## config.mk

```make
export PLATFORM = sky130hd
export DESIGN_NAME = xcorr_peak_detect
export DESIGN_NICKNAME = d
export VERILOG_FILES = /design/src/rtl/xcorr_peak_pkg.sv /design/src/rtl/xcorr_mag.sv /design/src/rtl/xcorr_peak_detect.sv
export SDC_FILE = /design/constraint.sdc
export NUM_CORES = 1
export LEC_CHECK = 0
export BUFFER_PORTS_ARGS = -buffer_cell sky130_fd_sc_hd__buf_2
export CAP_MARGIN = 5
export CORE_MARGIN = 10
export CORE_UTILIZATION = 60
export DETAILED_ROUTE_END_ITERATION = 10
export GPL_TIMING_DRIVEN = 1
export PLACE_DENSITY = 0.82
export SYNTH_ARGS = -nofsm -noshare
export SYNTH_HDL_FRONTEND = slang
export SYNTH_SLANG_ARGS = --single-unit
```

## constraint.sdc

```tcl
create_clock -name clock -period 10.8 [get_ports clock]
set_clock_uncertainty 0.15 [all_clocks]
set_input_delay 1.08 -clock clock [delete_from_list [all_inputs] [get_ports clock]]
set_output_delay 1.08 -clock clock [all_outputs]
set_load 0.01 [all_outputs]
```

## src/rtl/xcorr_peak_pkg.sv

```systemverilog
// rtl/xcorr_peak_pkg.sv - shared types and sizing for the peak detector; XCORR_PEAK_SQ_MAG_EN selects squared magnitude
package xcorr_peak_pkg;

    typedef enum logic [1:0] {
        IDLE,
        SEARCH,
        DRAIN,
        REPORT
    } state_e;

`ifdef XCORR_PEAK_SQ_MAG_EN
    localparam int MAG_W   = 65;
    localparam int MAG_LAT = 3;
`else
    localparam int MAG_W   = 33;
    localparam int MAG_LAT = 2;
`endif

    typedef struct packed {
        logic signed [31:0] i;
        logic signed [31:0] q;
    } iq_t;

    // Correlation sums carry I in the upper word and Q in the lower word
    function automatic iq_t split_iq(input logic [63:0] s);
        iq_t r;
        r.i = s[63:32];
        r.q = s[31:0];
        return r;
    endfunction

endpackage

```

## src/rtl/xcorr_mag.sv

```systemverilog
// rtl/xcorr_mag.sv - magnitude pipeline with matching tag chain; XCORR_PEAK_SQ_MAG_EN selects I*I+Q*Q
module xcorr_mag
    import xcorr_peak_pkg::*;
#(
    parameter int IDX_W = 8
) (
    input  logic             clock,
    input  logic             reset,
    input  logic             enable,
    input  logic             flush_i,
    input  logic [63:0]      sum_i,
    input  logic             in_valid_i,
    input  logic [IDX_W-1:0] in_idx_i,
    input  logic             in_last_i,
    output logic [MAG_W-1:0] mag_o,
    output logic             mag_valid_o,
    output logic [IDX_W-1:0] mag_idx_o,
    output logic             mag_last_o
);
    iq_t iq;
    assign iq = split_iq(sum_i);

    logic [MAG_W-1:0] mag_q;

`ifdef XCORR_PEAK_SQ_MAG_EN
    logic signed [63:0] ii_ext, qq_ext;
    logic [63:0] sq_i_q, sq_q_q, sq_i2_q, sq_q2_q;
    assign ii_ext = iq.i;
    assign qq_ext = iq.q;

    // Squares, a retiming stage, then the exact 65-bit sum
    always_ff @(posedge clock) begin
        if (reset) begin
            sq_i_q  <= '0;
            sq_q_q  <= '0;
            sq_i2_q <= '0;
            sq_q2_q <= '0;
            mag_q   <= '0;
        end else if (enable) begin
            sq_i_q  <= ii_ext * ii_ext;
            sq_q_q  <= qq_ext * qq_ext;
            sq_i2_q <= sq_i_q;
            sq_q2_q <= sq_q_q;
            mag_q   <= {1'b0, sq_i2_q} + {1'b0, sq_q2_q};
        end
    end
`else
    logic [31:0] abs_i_q, abs_q_q;

    // Two's-complement negate of -2^31 yields 2^31 as unsigned, so no saturation
    function automatic logic [31:0] abs32(input logic [31:0] x);
        return x[31] ? (~x + 32'd1) : x;
    endfunction

    // Absolute values, then the 33-bit sum
    always_ff @(posedge clock) begin
        if (reset) begin
            abs_i_q <= '0;
            abs_q_q <= '0;
            mag_q   <= '0;
        end else if (enable) begin
            abs_i_q <= abs32(iq.i);
            abs_q_q <= abs32(iq.q);
            mag_q   <= {1'b0, abs_i_q} + {1'b0, abs_q_q};
        end
    end
`endif

    logic [MAG_LAT-1:0] vld_q, last_q;
    logic [IDX_W-1:0]   idx_q [MAG_LAT];

    // Tags travel alongside the datapath; a flush kills tags of the abandoned window
    always_ff @(posedge clock) begin
        if (reset) begin
            vld_q  <= '0;
            last_q <= '0;
            for (int k = 0; k < MAG_LAT; k++) idx_q[k] <= '0;
        end else if (enable) begin
            vld_q[0]  <= in_valid_i;
            last_q[0] <= in_last_i;
            idx_q[0]  <= in_idx_i;
            for (int k = 1; k < MAG_LAT; k++) begin
                vld_q[k]  <= vld_q[k-1] & ~flush_i;
                last_q[k] <= last_q[k-1];
                idx_q[k]  <= idx_q[k-1];
            end
        end
    end

    assign mag_o       = mag_q;
    assign mag_valid_o = vld_q[MAG_LAT-1];
    assign mag_idx_o   = idx_q[MAG_LAT-1];
    assign mag_last_o  = vld_q[MAG_LAT-1] & last_q[MAG_LAT-1];

endmodule

```

## src/rtl/xcorr_peak_detect.sv

```systemverilog
// rtl/xcorr_peak_detect.sv - windowed correlation peak search; magnitude form set by XCORR_PEAK_SQ_MAG_EN
module xcorr_peak_detect
    import xcorr_peak_pkg::*;
#(
    parameter int WINDOW = 128,
    parameter int IDX_W  = 8
) (
    input  logic             clock,
    input  logic             reset,
    input  logic             enable,
    input  logic             start,
    input  logic [63:0]      sum,
    input  logic             input_strobe,
    input  logic [MAG_W-1:0] threshold,
    output logic             busy,
    output logic             peak_valid,
    output logic             peak_found,
    output logic [IDX_W-1:0] peak_index,
    output logic [MAG_W-1:0] peak_mag
);
    localparam logic [IDX_W-1:0] LAST_IDX = IDX_W'(WINDOW - 1);

    state_e           state_q, state_d;
    logic [IDX_W-1:0] count_q, count_d;
    logic [IDX_W-1:0] max_idx_q, max_idx_d;
    logic [MAG_W-1:0] max_q, max_d;
    logic [IDX_W-1:0] peak_index_q, peak_index_d;
    logic [MAG_W-1:0] peak_mag_q, peak_mag_d;
    logic             peak_found_q, peak_found_d;

    logic             accept, tag_last;
    logic [IDX_W-1:0] tag_idx;
    logic [MAG_W-1:0] mag, cand_max;
    logic [IDX_W-1:0] mag_idx, cand_idx;
    logic             mag_valid, mag_last;

    // A strobe joins the window while searching, or in the very cycle that arms it
    assign accept   = enable & input_strobe & (start | (state_q == SEARCH));
    assign tag_idx  = start ? '0 : count_q;
    assign tag_last = (tag_idx == LAST_IDX);

    xcorr_mag #(.IDX_W(IDX_W)) u_mag (
        .clock       (clock),
        .reset       (reset),
        .enable      (enable),
        .flush_i     (start),
        .sum_i       (sum),
        .in_valid_i  (accept),
        .in_idx_i    (tag_idx),
        .in_last_i   (tag_last),
        .mag_o       (mag),
        .mag_valid_o (mag_valid),
        .mag_idx_o   (mag_idx),
        .mag_last_o  (mag_last)
    );

    // Strictly-greater update so ties keep the earliest index
    assign cand_max = (mag > max_q) ? mag     : max_q;
    assign cand_idx = (mag > max_q) ? mag_idx : max_idx_q;

    // Next-state, counter and tracking logic; start overrides everything
    always_comb begin
        state_d      = state_q;
        count_d      = count_q;
        max_d        = max_q;
        max_idx_d    = max_idx_q;
        peak_index_d = peak_index_q;
        peak_mag_d   = peak_mag_q;
        peak_found_d = peak_found_q;
        if (enable) begin
            if (start) begin
                state_d   = (accept && tag_last) ? DRAIN : SEARCH;
                count_d   = accept ? IDX_W'(1) : '0;
                max_d     = '0;
                max_idx_d = '0;
            end else begin
                if (accept) count_d = count_q + 1'b1;
                if (mag_valid) begin
                    max_d     = cand_max;
                    max_idx_d = cand_idx;
                end
                case (state_q)
                    SEARCH: if (accept && tag_last) state_d = DRAIN;
                    DRAIN: begin
                        if (mag_last) begin
                            state_d      = REPORT;
                            peak_index_d = cand_idx;
                            peak_mag_d   = cand_max;
                            peak_found_d = (cand_max >= threshold);
                        end
                    end
                    REPORT:  state_d = IDLE;
                    default: state_d = state_q;
                endcase
            end
        end
    end

    // State and result registers
    always_ff @(posedge clock) begin
        if (reset) begin
            state_q      <= IDLE;
            count_q      <= '0;
            max_q        <= '0;
            max_idx_q    <= '0;
            peak_index_q <= '0;
            peak_mag_q   <= '0;
            peak_found_q <= 1'b0;
        end else begin
            state_q      <= state_d;
            count_q      <= count_d;
            max_q        <= max_d;
            max_idx_q    <= max_idx_d;
            peak_index_q <= peak_index_d;
            peak_mag_q   <= peak_mag_d;
            peak_found_q <= peak_found_d;
        end
    end

    assign busy       = (state_q != IDLE);
    assign peak_valid = (state_q == REPORT);
    assign peak_found = peak_found_q;
    assign peak_index = peak_index_q;
    assign peak_mag   = peak_mag_q;

endmodule

```

==> impl.org, run 1 <==
** Run status
- The flow ran to the end, and the final reports show no timing, DRC or antenna violations.

** Timing
- Tmin final :: 4830 ps
- Setup repair after global routing left no endpoint under its margin.
- Count of endpoints failing setup in the final report :: 0
- In this run the tightest slew margin relative to its limit is 0.318.
- The hold violation total from the final report came to 0.
- Final clock period utilization by the worst path :: 0.447
- Setup_tns :: 0 ps
- Worst slew pin tran :: 1020 ps
- The max-slew violation total from the final report is 0.
- Timing-limited maximum frequency :: 0.207 GHz

** Detailed routing
- Summed over all layers, the routed wires come to 30000 um.
- The routed layout has 10.6k vias.
- The first routing iteration left 659 violations.
- Once detail routing completed, the nets flagged for antenna violations numbered 0.
- Routed WL per cell :: 16.6 um
- Length of the first detailed-routing pass in iterations :: 5
- DR vias/cell :: 5.84
- For this run, design rule violations remaining after detail routing come to 0.

** Setup path
- Cell-by-cell listing of the critical path :: inv_1 > ha_1 > a21o_1 > a21o_1 > a21oi_1 > a21oi_1 > nor4b_1 > nor2_4 > buf_4 > mux2_2 > ha_1 > nor2b_1 > o21a_1 > o21a_1 > o21ai_0 > a21oi_1 > o21ai_0 > a211oi_1 > o31ai_1 > a211oi_1
- For the worst setup path, the data required time is 11000 ps.
- For this run, the slowest stage of the critical path takes 700 ps.
- The largest individual stage delay along the critical path comes from the cell sky130_fd_sc_hd__nor4b_1.
- Crit path top cell by count :: sky130_fd_sc_hd__a21oi_1
- The worst register-to-register path has a depth of 20.
- Critical path data arrival time :: 5030 ps
- CP Max Fanout :: 36
- The worst setup path is captured at a flop.
- Startpoint-to-endpoint class of the critical path :: reg -> reg
- STA classifies the critical path startpoint as a flop.

** CTS
- H-tree Lvls :: 1
- The root buffer cell chosen for the clock tree is sky130_fd_sc_hd__clkbuf_16.
- Clock tree from TritonCTS :: built
- Once the clock tree was built, the resizer swapped 0 gates to a different size.
- Worst-path clk slew :: 60 ps
- Counting every sink on the clock net gives 210.
- Setup Buffers After CTS :: 0
- Buffer depth of the longest clock path :: 3
- In this run, CTS created clock tree buffers numbering 22.
- Hold Buf Count CTS :: 0
- Clock latency on the worst-skew pair, taken at its later pin, is 510 ps.

** GRT
- The number of antenna violations at the first check in global routing came to 0.
- The first global-routing pass estimated 50100 um of wire.
- Gr usage total :: 0.222
- GR met2 Demand/Resource :: 0.352
- Number of global-route vias before repair :: 10.3k
- met2 is the most crowded layer.
- Met1 Resource Use GR :: 0.302
- Met3 track utilization from global routing :: 0.0442
- Entering global routing, the biggest net connects 105 pins.
- Grt ovf :: 0

** Layout
- From synthesis to final layout, the design area changed by 13.9%.
- After filler insertion, the fill cell instance count of the layout stands at 1567.
- Layout Nets :: 1736
- Proportion of layout cells with a drive suffix above 1 :: 0.149
- Number of antenna cells inserted :: 0
- Once layout is complete, the cells apart from fillers number 1808.

** Power and ir drop
- Of the total power, the share spent switching nets is 0.277.
- Of the total power, registers draw 0.410.
- VDD sags by at most 88.3 uV.
- Of the total power, the clock network draws 0.403.
- The analysis attributes to net switching a power of 572 uW.
- Cell internal power was estimated by the tool at 1.49 mW.
- The analysis attributes to cell leakage a power of 6.24 nW.
- Power Dens Cells :: 150 nW/um^2
- Comb pwr share :: 0.187

** Yosys
- Number of instances in the synthesized netlist :: 1418
- Part of the Yosys area used for sequential elements :: 0.362
- Number of unique standard cell types used by synthesis :: 63
- The most used flip-flop cell after synthesis is sky130_fd_sc_hd__dfxtp_1.
- Fraction of registers with async set or reset after synthesis :: 0
- Number of enable-type register cells in the synthesized netlist :: 16
- Net Count, Synth :: 1627
- Top cell types by occurrence after synthesis :: sky130_fd_sc_hd__dfxtp_1, sky130_fd_sc_hd__nor2_1, sky130_fd_sc_hd__ha_1
- Synth area leaders :: sky130_fd_sc_hd__dfxtp_1, sky130_fd_sc_hd__ha_1, sky130_fd_sc_hd__nor2_1
- Post-synthesis area per instance :: 8.51 sq um
- Cell Area, Synth :: 12100 sq um
- Of all cell types, the one taking the most synthesized area is sky130_fd_sc_hd__dfxtp_1.
- By instance count, the leading cell after synthesis is sky130_fd_sc_hd__dfxtp_1.
- The Yosys step of the flow raised 0 warnings.
- Synthesized flop and latch total :: 210
- Of the post-synthesis cell area, the dominant cell type holds 0.322.

** Floorplan
- Core outline area :: 19600 sq um
- In this run the core area contains 51 standard-cell rows.
- The die is 162 um tall.
- Die Area :: 26200 sq um
- The initial utilization of the core area, before any placement, comes to 0.616.
- 146 I/O pins were placed.
- X dimension of the die :: 162 um

** Place
- Detailed placement finished with a half-perimeter wire length of 21700 um.
- The number of placed instances, taps included, is 1768.
- # port buffers :: 145
- The congestion estimate from routability-driven global placement came to 0.877.

** Worst hold path
- HP Class :: reg -> reg
- Instance count along the most critical hold path :: 2

** Flow run
- Across the run, the number of max-cap violations was 0.
-- power groups by stage --
stage,Clock (mW),Sequential [mW],Combinational [mW]
detailed placement,0,0.862,0.376
finish,0.832,0.847,0.387
global route,0.874,0.850,0.430
CTS,0.840,0.846,0.382
floorplan,0,0.852,0.281
global placement,0,0.860,0.367
-- final cells by class --
cell class              count  area [sq um]  share of cell area
repair buffers            151           776              0.0565
clock inverters            11           168              0.0122
multi-input cells        1050          7120               0.518
flip-flops and latches    210          4360               0.318
well taps                 265           332              0.0241
clock buffers              29           638              0.0464
inverters                  92           345              0.0251
-- layer usage --
metal | part of all wire | wire, um
met2 | 0.43 | 12900
met4 | 0.020 | 590
met3 | 0.075 | 2250
met5 | 0 | 0
met1 | 0.48 | 14300
-- cells by family after synthesis --
family,count (synthesis),synth area share
AO/OA/AOI/OAI,349,0.197
multiplexers,54,0.0480
AND/OR/NAND/NOR,457,0.172
buffers and inverters,158,0.0493
XOR/XNOR,83,0.0603
flip-flops,210,0.362
adder cells (fa/ha/maj),107,0.112
-- critical path: cells and delay by family (launching register included) --
kind                     cells  cell delay [ps]
multiplexers                 1              360
adder cells (fa/ha/maj)      2              600
flip-flops                   1              350
AND/OR/NAND/NOR              3              990
buffers and inverters        2              400
AO/OA/AOI/OAI               12             1780
-- flip-flops by register name (all words and copies together), names as in the netlist, 8 cells and up --
| register | count |
|---|---|
| peak_mag | 33 |
| u_mag.mag_o | 33 |
| max_q | 33 |
| u_mag.idx_q | 16 |
| u_mag.abs_i_q | 32 |
| count_q | 8 |
| u_mag.abs_q_q | 32 |
| peak_index | 8 |
| max_idx_q | 8 |
-- placed cells by master (no fill, tap or decap), drive strengths merged, types with 3 or more instances in the layout --
master and n:
xnor2 19, nor2 193, a31oi 8, nand2b 6, clkinv 6, o22ai 4, mux2i 23, or4 8
o2111ai 3, and3 15, o21ai 79, nand3 21, and2 9, edfxtp 16, buf 151, nor3 45
mux2 31, nand3b 3, a21o 28, ha 106, o211ai 3, or3 11, a21oi 57, nand4 19
nor2b 10, nor4b 3, a211o 3, xor2 64, o21a 10, inv 92, clkbuf 29, o31ai 20
bufinv 4, o41ai 6, nor4 7, dfxtp 194, a22o 44, nand2 103, a211oi 63
-- metrics by stage --
| stage | hold slack (ps) | utilization | power [mW] | setup WS [ps] | instance area (sq um) |
|---|---|---|---|---|---|
| after global placement | 288 | 0.660 | 1.23 | 6170 | 12900 |
| after detailed placement | 303 | 0.660 | 1.24 | 6010 | 12900 |
| after CTS | 317 | 0.701 | 2.07 | 5990 | 13700 |
| final | 312 | 0.701 | 2.07 | 5970 | 13700 |
| after floorplan | 279 | - | 1.13 | 6800 | 12100 |
| after global routing | 339 | 0.701 | 2.15 | 5550 | 13700 |
-- worst paths after layout --
path / from / endpoint / slack (ps)
worst max-delay path: max_q[6]$_SDFFE_PP0P_ / peak_found$_SDFFE_PP0P_ / 5970
worst min-delay path: u_mag.abs_i_q[21]$_SDFFE_PP0P_ / u_mag.abs_i_q[21]$_SDFFE_PP0P_ / 310
worst max register to register: max_q[6]$_SDFFE_PP0P_ / peak_found$_SDFFE_PP0P_ / 5970
worst min register to register: u_mag.abs_i_q[21]$_SDFFE_PP0P_ / u_mag.abs_i_q[21]$_SDFFE_PP0P_ / 310
Power figures use the tool's default switching activity.
==> run 2, diff against run 1 <==
--- a/config.mk
+++ b/config.mk
@@ -5,13 +5,14 @@
 export SDC_FILE = /design/constraint.sdc
 export NUM_CORES = 1
 export LEC_CHECK = 0
+export ABC_AREA = 1
 export BUFFER_PORTS_ARGS = -buffer_cell sky130_fd_sc_hd__buf_2
 export CAP_MARGIN = 5
 export CORE_MARGIN = 10
-export CORE_UTILIZATION = 60
+export CORE_UTILIZATION = 54
 export DETAILED_ROUTE_END_ITERATION = 10
 export GPL_TIMING_DRIVEN = 1
-export PLACE_DENSITY = 0.82
+export PLACE_DENSITY = 0.77
 export SYNTH_ARGS = -nofsm -noshare
 export SYNTH_HDL_FRONTEND = slang
 export SYNTH_SLANG_ARGS = --single-unit
==> constraint.sdc (replaced) <==
create_clock -name clock -period 4 [get_ports clock]
set_clock_uncertainty 0.15 [all_clocks]
set_input_delay 0.4 -clock clock [delete_from_list [all_inputs] [get_ports clock]]
set_output_delay 0.4 -clock clock [all_outputs]
set_load 0.01 [all_outputs]
==> impl.org, run 2 <==
** Run status
- Outcome :: completed (unchanged)

** Layout
- Post-Layout Inst Area :: 15600 sq um (was 13700 sq um)
- Number of antenna cells inserted :: 0 (unchanged)
- Area grow syn2layout :: 12.5% (was 13.9%)
- Commonest non-fill, non-tap cell in the layout :: sky130_fd_sc_hd__nand2_1 (was sky130_fd_sc_hd__dfxtp_1)
- Proportion of layout cells with a drive suffix above 1 :: 0.101 (was 0.149)
- The number of nets in the finished design is 2468 (was 1736).
- Commonest non-fill, non-tap cells in the layout :: sky130_fd_sc_hd__nand2_1, sky130_fd_sc_hd__inv_1, sky130_fd_sc_hd__nor2_1 (was sky130_fd_sc_hd__dfxtp_1, sky130_fd_sc_hd__nor2_1, sky130_fd_sc_hd__buf_2)

** Power and ir drop
- The leakage power total is 7.56 nW (was 6.24 nW).
- The maximum vdd ir drop is 311 uV (was 88.3 uV).
- Power Dens Cells :: 387 nW/um^2 (was 150 nW/um^2)

** Floorplan
- Number of top-level pins :: 146 (unchanged)
- X dimension of the die :: 180 um (was 162 um)
- The starting density of the core is 0.550 (was 0.616).
- Core outline area :: 25200 sq um (was 19600 sq um)
- Die Area :: 32500 sq um (was 26200 sq um)
- Die Ht :: 180 um (was 162 um)
- The number of placement rows came to 58 (was 51).

** Timing
- The time the worst path needs with I/O delays and setup came to 3660 ps (was 4830 ps).
- Count of endpoints failing setup in the final report :: 0 (unchanged)
- Final clock period utilization by the worst path :: 0.915 (was 0.447)
- Setup repair after global routing missed its margin: no (unchanged).
- The transition time at the pin with the least slew margin came to 1030 ps (was 1020 ps).
- The max-slew violation total from the final report was 0 (unchanged).
- The setup TNS after final layout came to 0 ps (unchanged).
- The maximum clock frequency is 0.273 GHz (was 0.207 GHz).
- The worst relative slew slack is 0.315 (was 0.318).
- Hold Violations, Final :: 0 (unchanged)
- The final hold slack was 29.4 ps (was 312 ps).

** Yosys
- Synthesized flop and latch total :: 210 (unchanged)
- Number of unique standard cell types used by synthesis :: 46 (was 63)
- The leading cell type by number of instances after synthesis is sky130_fd_sc_hd__nand2_1 (was sky130_fd_sc_hd__dfxtp_1).
- Number of instances in the synthesized netlist :: 2158 (was 1418)
- Cell Area, Synth :: 13800 sq um (was 12100 sq um)
- Part of the Yosys area used for sequential elements :: 0.315 (was 0.362)
- The biggest area consumer among synthesized cells was sky130_fd_sc_hd__dfxtp_1 (unchanged).
- Number of enable-type register cells in the synthesized netlist :: 16 (unchanged)
- The number of nets produced by synthesis was 2367 (was 1627).
- The top flip-flop cell by instance count after synthesis is sky130_fd_sc_hd__dfxtp_1 (unchanged).
- Yosys warning total :: 0 (unchanged)
- Synth area leaders: sky130_fd_sc_hd__dfxtp_1, sky130_fd_sc_hd__nand2_1, sky130_fd_sc_hd__ha_1 (was sky130_fd_sc_hd__dfxtp_1, sky130_fd_sc_hd__ha_1, sky130_fd_sc_hd__nor2_1).
- The portion of synthesized cell area occupied by the leading cell type was 0.280 (was 0.322).
- The mean post-synth cell area came to 6.42 sq um (was 8.51 sq um).
- The post-synthesis async set-or-reset flop share is 0 (unchanged).
- Top cell types by occurrence after synthesis: sky130_fd_sc_hd__nand2_1, sky130_fd_sc_hd__inv_1, sky130_fd_sc_hd__nor2_1 (was sky130_fd_sc_hd__dfxtp_1, sky130_fd_sc_hd__nor2_1, sky130_fd_sc_hd__ha_1).

** CTS
- Hold Buf Count CTS :: 0 (unchanged)
- CTS sink cnt :: 210 (unchanged)
- Worst-path clk slew :: 60 ps (about the same)
- The clock latency reported for the late side of the worst-skew pair was 520 ps (was 510 ps).
- The number of H-tree levels was 1 (unchanged).
- The clock tree from TritonCTS is built (unchanged).
- The maximum count of clock buffers along a single path came to 3 (unchanged).
- Setup Buffers After CTS :: 0 (unchanged)
- The number of clock buffers inserted by TritonCTS came to 24 (was 22).
- Clock root buffer master :: sky130_fd_sc_hd__clkbuf_16 (unchanged)

** GRT
- The total global routing track utilization was 0.226 (was 0.222).
- Antenna violations before repair :: 0 (unchanged)
- Number of global-route vias before repair :: 13.1k (was 10.3k)
- Global-route wire length before repair :: 63300 um (was 50100 um)
- The global route total overflow is 0 (unchanged).
- The largest net degree at the start of global routing is 85 (was 105).

** Setup path
- The family with the most delay on the worst path was simple AND/OR/NAND/NOR gates (was compound AO/OA/AOI/OAI gates).
- The buffering stage count on the worst path with inverters included is 4 (was 2).
- Critical path data arrival time :: 3970 ps (was 5030 ps)
- The critical path endpoint category is a flop (unchanged).
- The required time at the endpoint of the critical path is 4310 ps (was 11000 ps).
- Startpoint-to-endpoint class of the critical path :: reg -> reg (unchanged)
- The startpoint type of the worst setup path was a flop (unchanged).
- Cell-by-cell listing of the critical path :: inv_1 > ha_1 > nand2_1 > nor2_1 > nand3_2 > nor2_2 > nand2_1 > nand2_1 > nor2_1 > nand2_2 > nand2_8 > buf_4 > nand2_1 > nand2_1 > ha_1 > nand2_1 > inv_1 > nand4_1 > nor4_1 > a21oi_1 > nand4_1 > nand2_1 > inv_1 (was inv_1 > ha_1 > a21o_1 > a21o_1 > a21oi_1 > a21oi_1 > nor4b_1 > nor2_4 > buf_4 > mux2_2 > ha_1 > nor2b_1 > o21a_1 > o21a_1 > o21ai_0 > a21oi_1 > o21ai_0 > a211oi_1 > o31ai_1 > a211oi_1)
- The delay of the slowest cell on the worst path was 360 ps (was 700 ps).
- CP Max Fanout :: 40 (was 36)
- Slowest cell on the critical path :: sky130_fd_sc_hd__dfxtp_1 (was sky130_fd_sc_hd__nor4b_1)
- The most repeated library cell on the critical path was sky130_fd_sc_hd__nand2_1 (was sky130_fd_sc_hd__a21oi_1).

** Place
- The half-perimeter wire length after detailed placement was 28600 um (was 21700 um).
- The count of port buffers added during placement came to 145 (unchanged).
- Total placed instance area :: 14700 sq um (was 12900 sq um)
- GP Congestion :: 0.913 (was 0.877)

** Detailed routing
- The detail-routed via count per cell was 5.32 (was 5.84).
- The number of vias in the routed layout came to 13.9k (was 10.6k).
- The routed length per placed instance was 14.8 um (was 16.6 um).
- The overall routed net length came to 38500 um (was 30000 um).
- Post-route DRC violation count :: 0 (unchanged)
- The count of TritonRoute iterations in the first routing pass is 5 (unchanged).
- Number of routed nets with antenna violations :: 0 (unchanged)
- The DRC violation total after the first TritonRoute iteration was 879 (was 659).

** Flow run
- The number of max-capacitance violations reported came to 0 (unchanged).

** Worst hold path
- The type of the worst min-delay path is in -> reg (was reg -> reg).
-- run 2: kinds of logic (layout without fill, tap and decap cells) --
group	Yosys count	after routing	share of synthesized area
AOI/OAI and AO/OA	371	371	0.142
adders and majority gates	107	107	0.0972
buffers and inverters	378	496	0.109
DFF	210	210	0.315
and+or+nand+nor	1092	1092	0.336
-- run 2: timing repair --
action                                 in CTS  in global routing
setup endpoints to repair                   0                  1
resized for setup                           0                  2
endpoints found under the hold margin       0                  0
-- run 2: final timing paths --
path,start,to,slack [ps],depth (start not counted)
worst min register to register,u_mag.abs_i_q[23]$_SDFFE_PP0P_,u_mag.abs_i_q[23]$_SDFFE_PP0P_,310,2
worst max register to register,max_q[26]$_SDFFE_PP0P_,peak_found$_SDFFE_PP0P_,340,23
worst min-delay path,sum[30],u_mag.abs_q_q[30]$_SDFFE_PP0P_,30,4
worst max-delay path,max_q[26]$_SDFFE_PP0P_,peak_found$_SDFFE_PP0P_,340,23
-- run 2: metal layers --
metal,share of wire,track usage,vias to the layer above
met1,0.47,0.299,6161
met2,0.45,0.375,402
met4,0.020,0.0614,0
li1,-,-,7250
met3,0.060,0.0321,51
met5,0,0,-
-- run 2: worst reg2reg max path: cells and delay by family, from the launching register on --
kind                     cells  cell delay (ps)
AO/OA/AOI/OAI                1              110
adder cells (fa/ha/maj)      2              600
buffers and inverters        4              540
flip-flops                   1              360
AND/OR/NAND/NOR             16             1880
-- run 2: where the power goes --
group / internal [mW] / total [mW] / switching (mW)
sequential: 2.20 / 2.26 / 0.0622
combinational: 0.454 / 1.45 / 0.993
clock: 1.43 / 2.32 / 0.889
-- run 2: per-stage QoR --
stage                     power (mW)  cells  worst slack [ps]  utilization
after floorplan                 3.41   2158              1070            -
after global placement          3.70   2563               352        0.585
after detailed placement        3.72   2563               321        0.585
after CTS                       6.04   2606               308        0.618
after global routing            6.37   2606              33.7        0.619
final                           6.04   2606               340        0.619
-- run 2: area by class of cell --
cell class | instances | area [sq um]
fillers | 2401 | 9600
multi-input cells | 1570 | 8010
flip-flops and latches | 210 | 4360
inverters | 296 | 1110
repair buffers | 157 | 832
clock buffers | 31 | 708
well taps | 330 | 413
clock inverters | 12 | 138
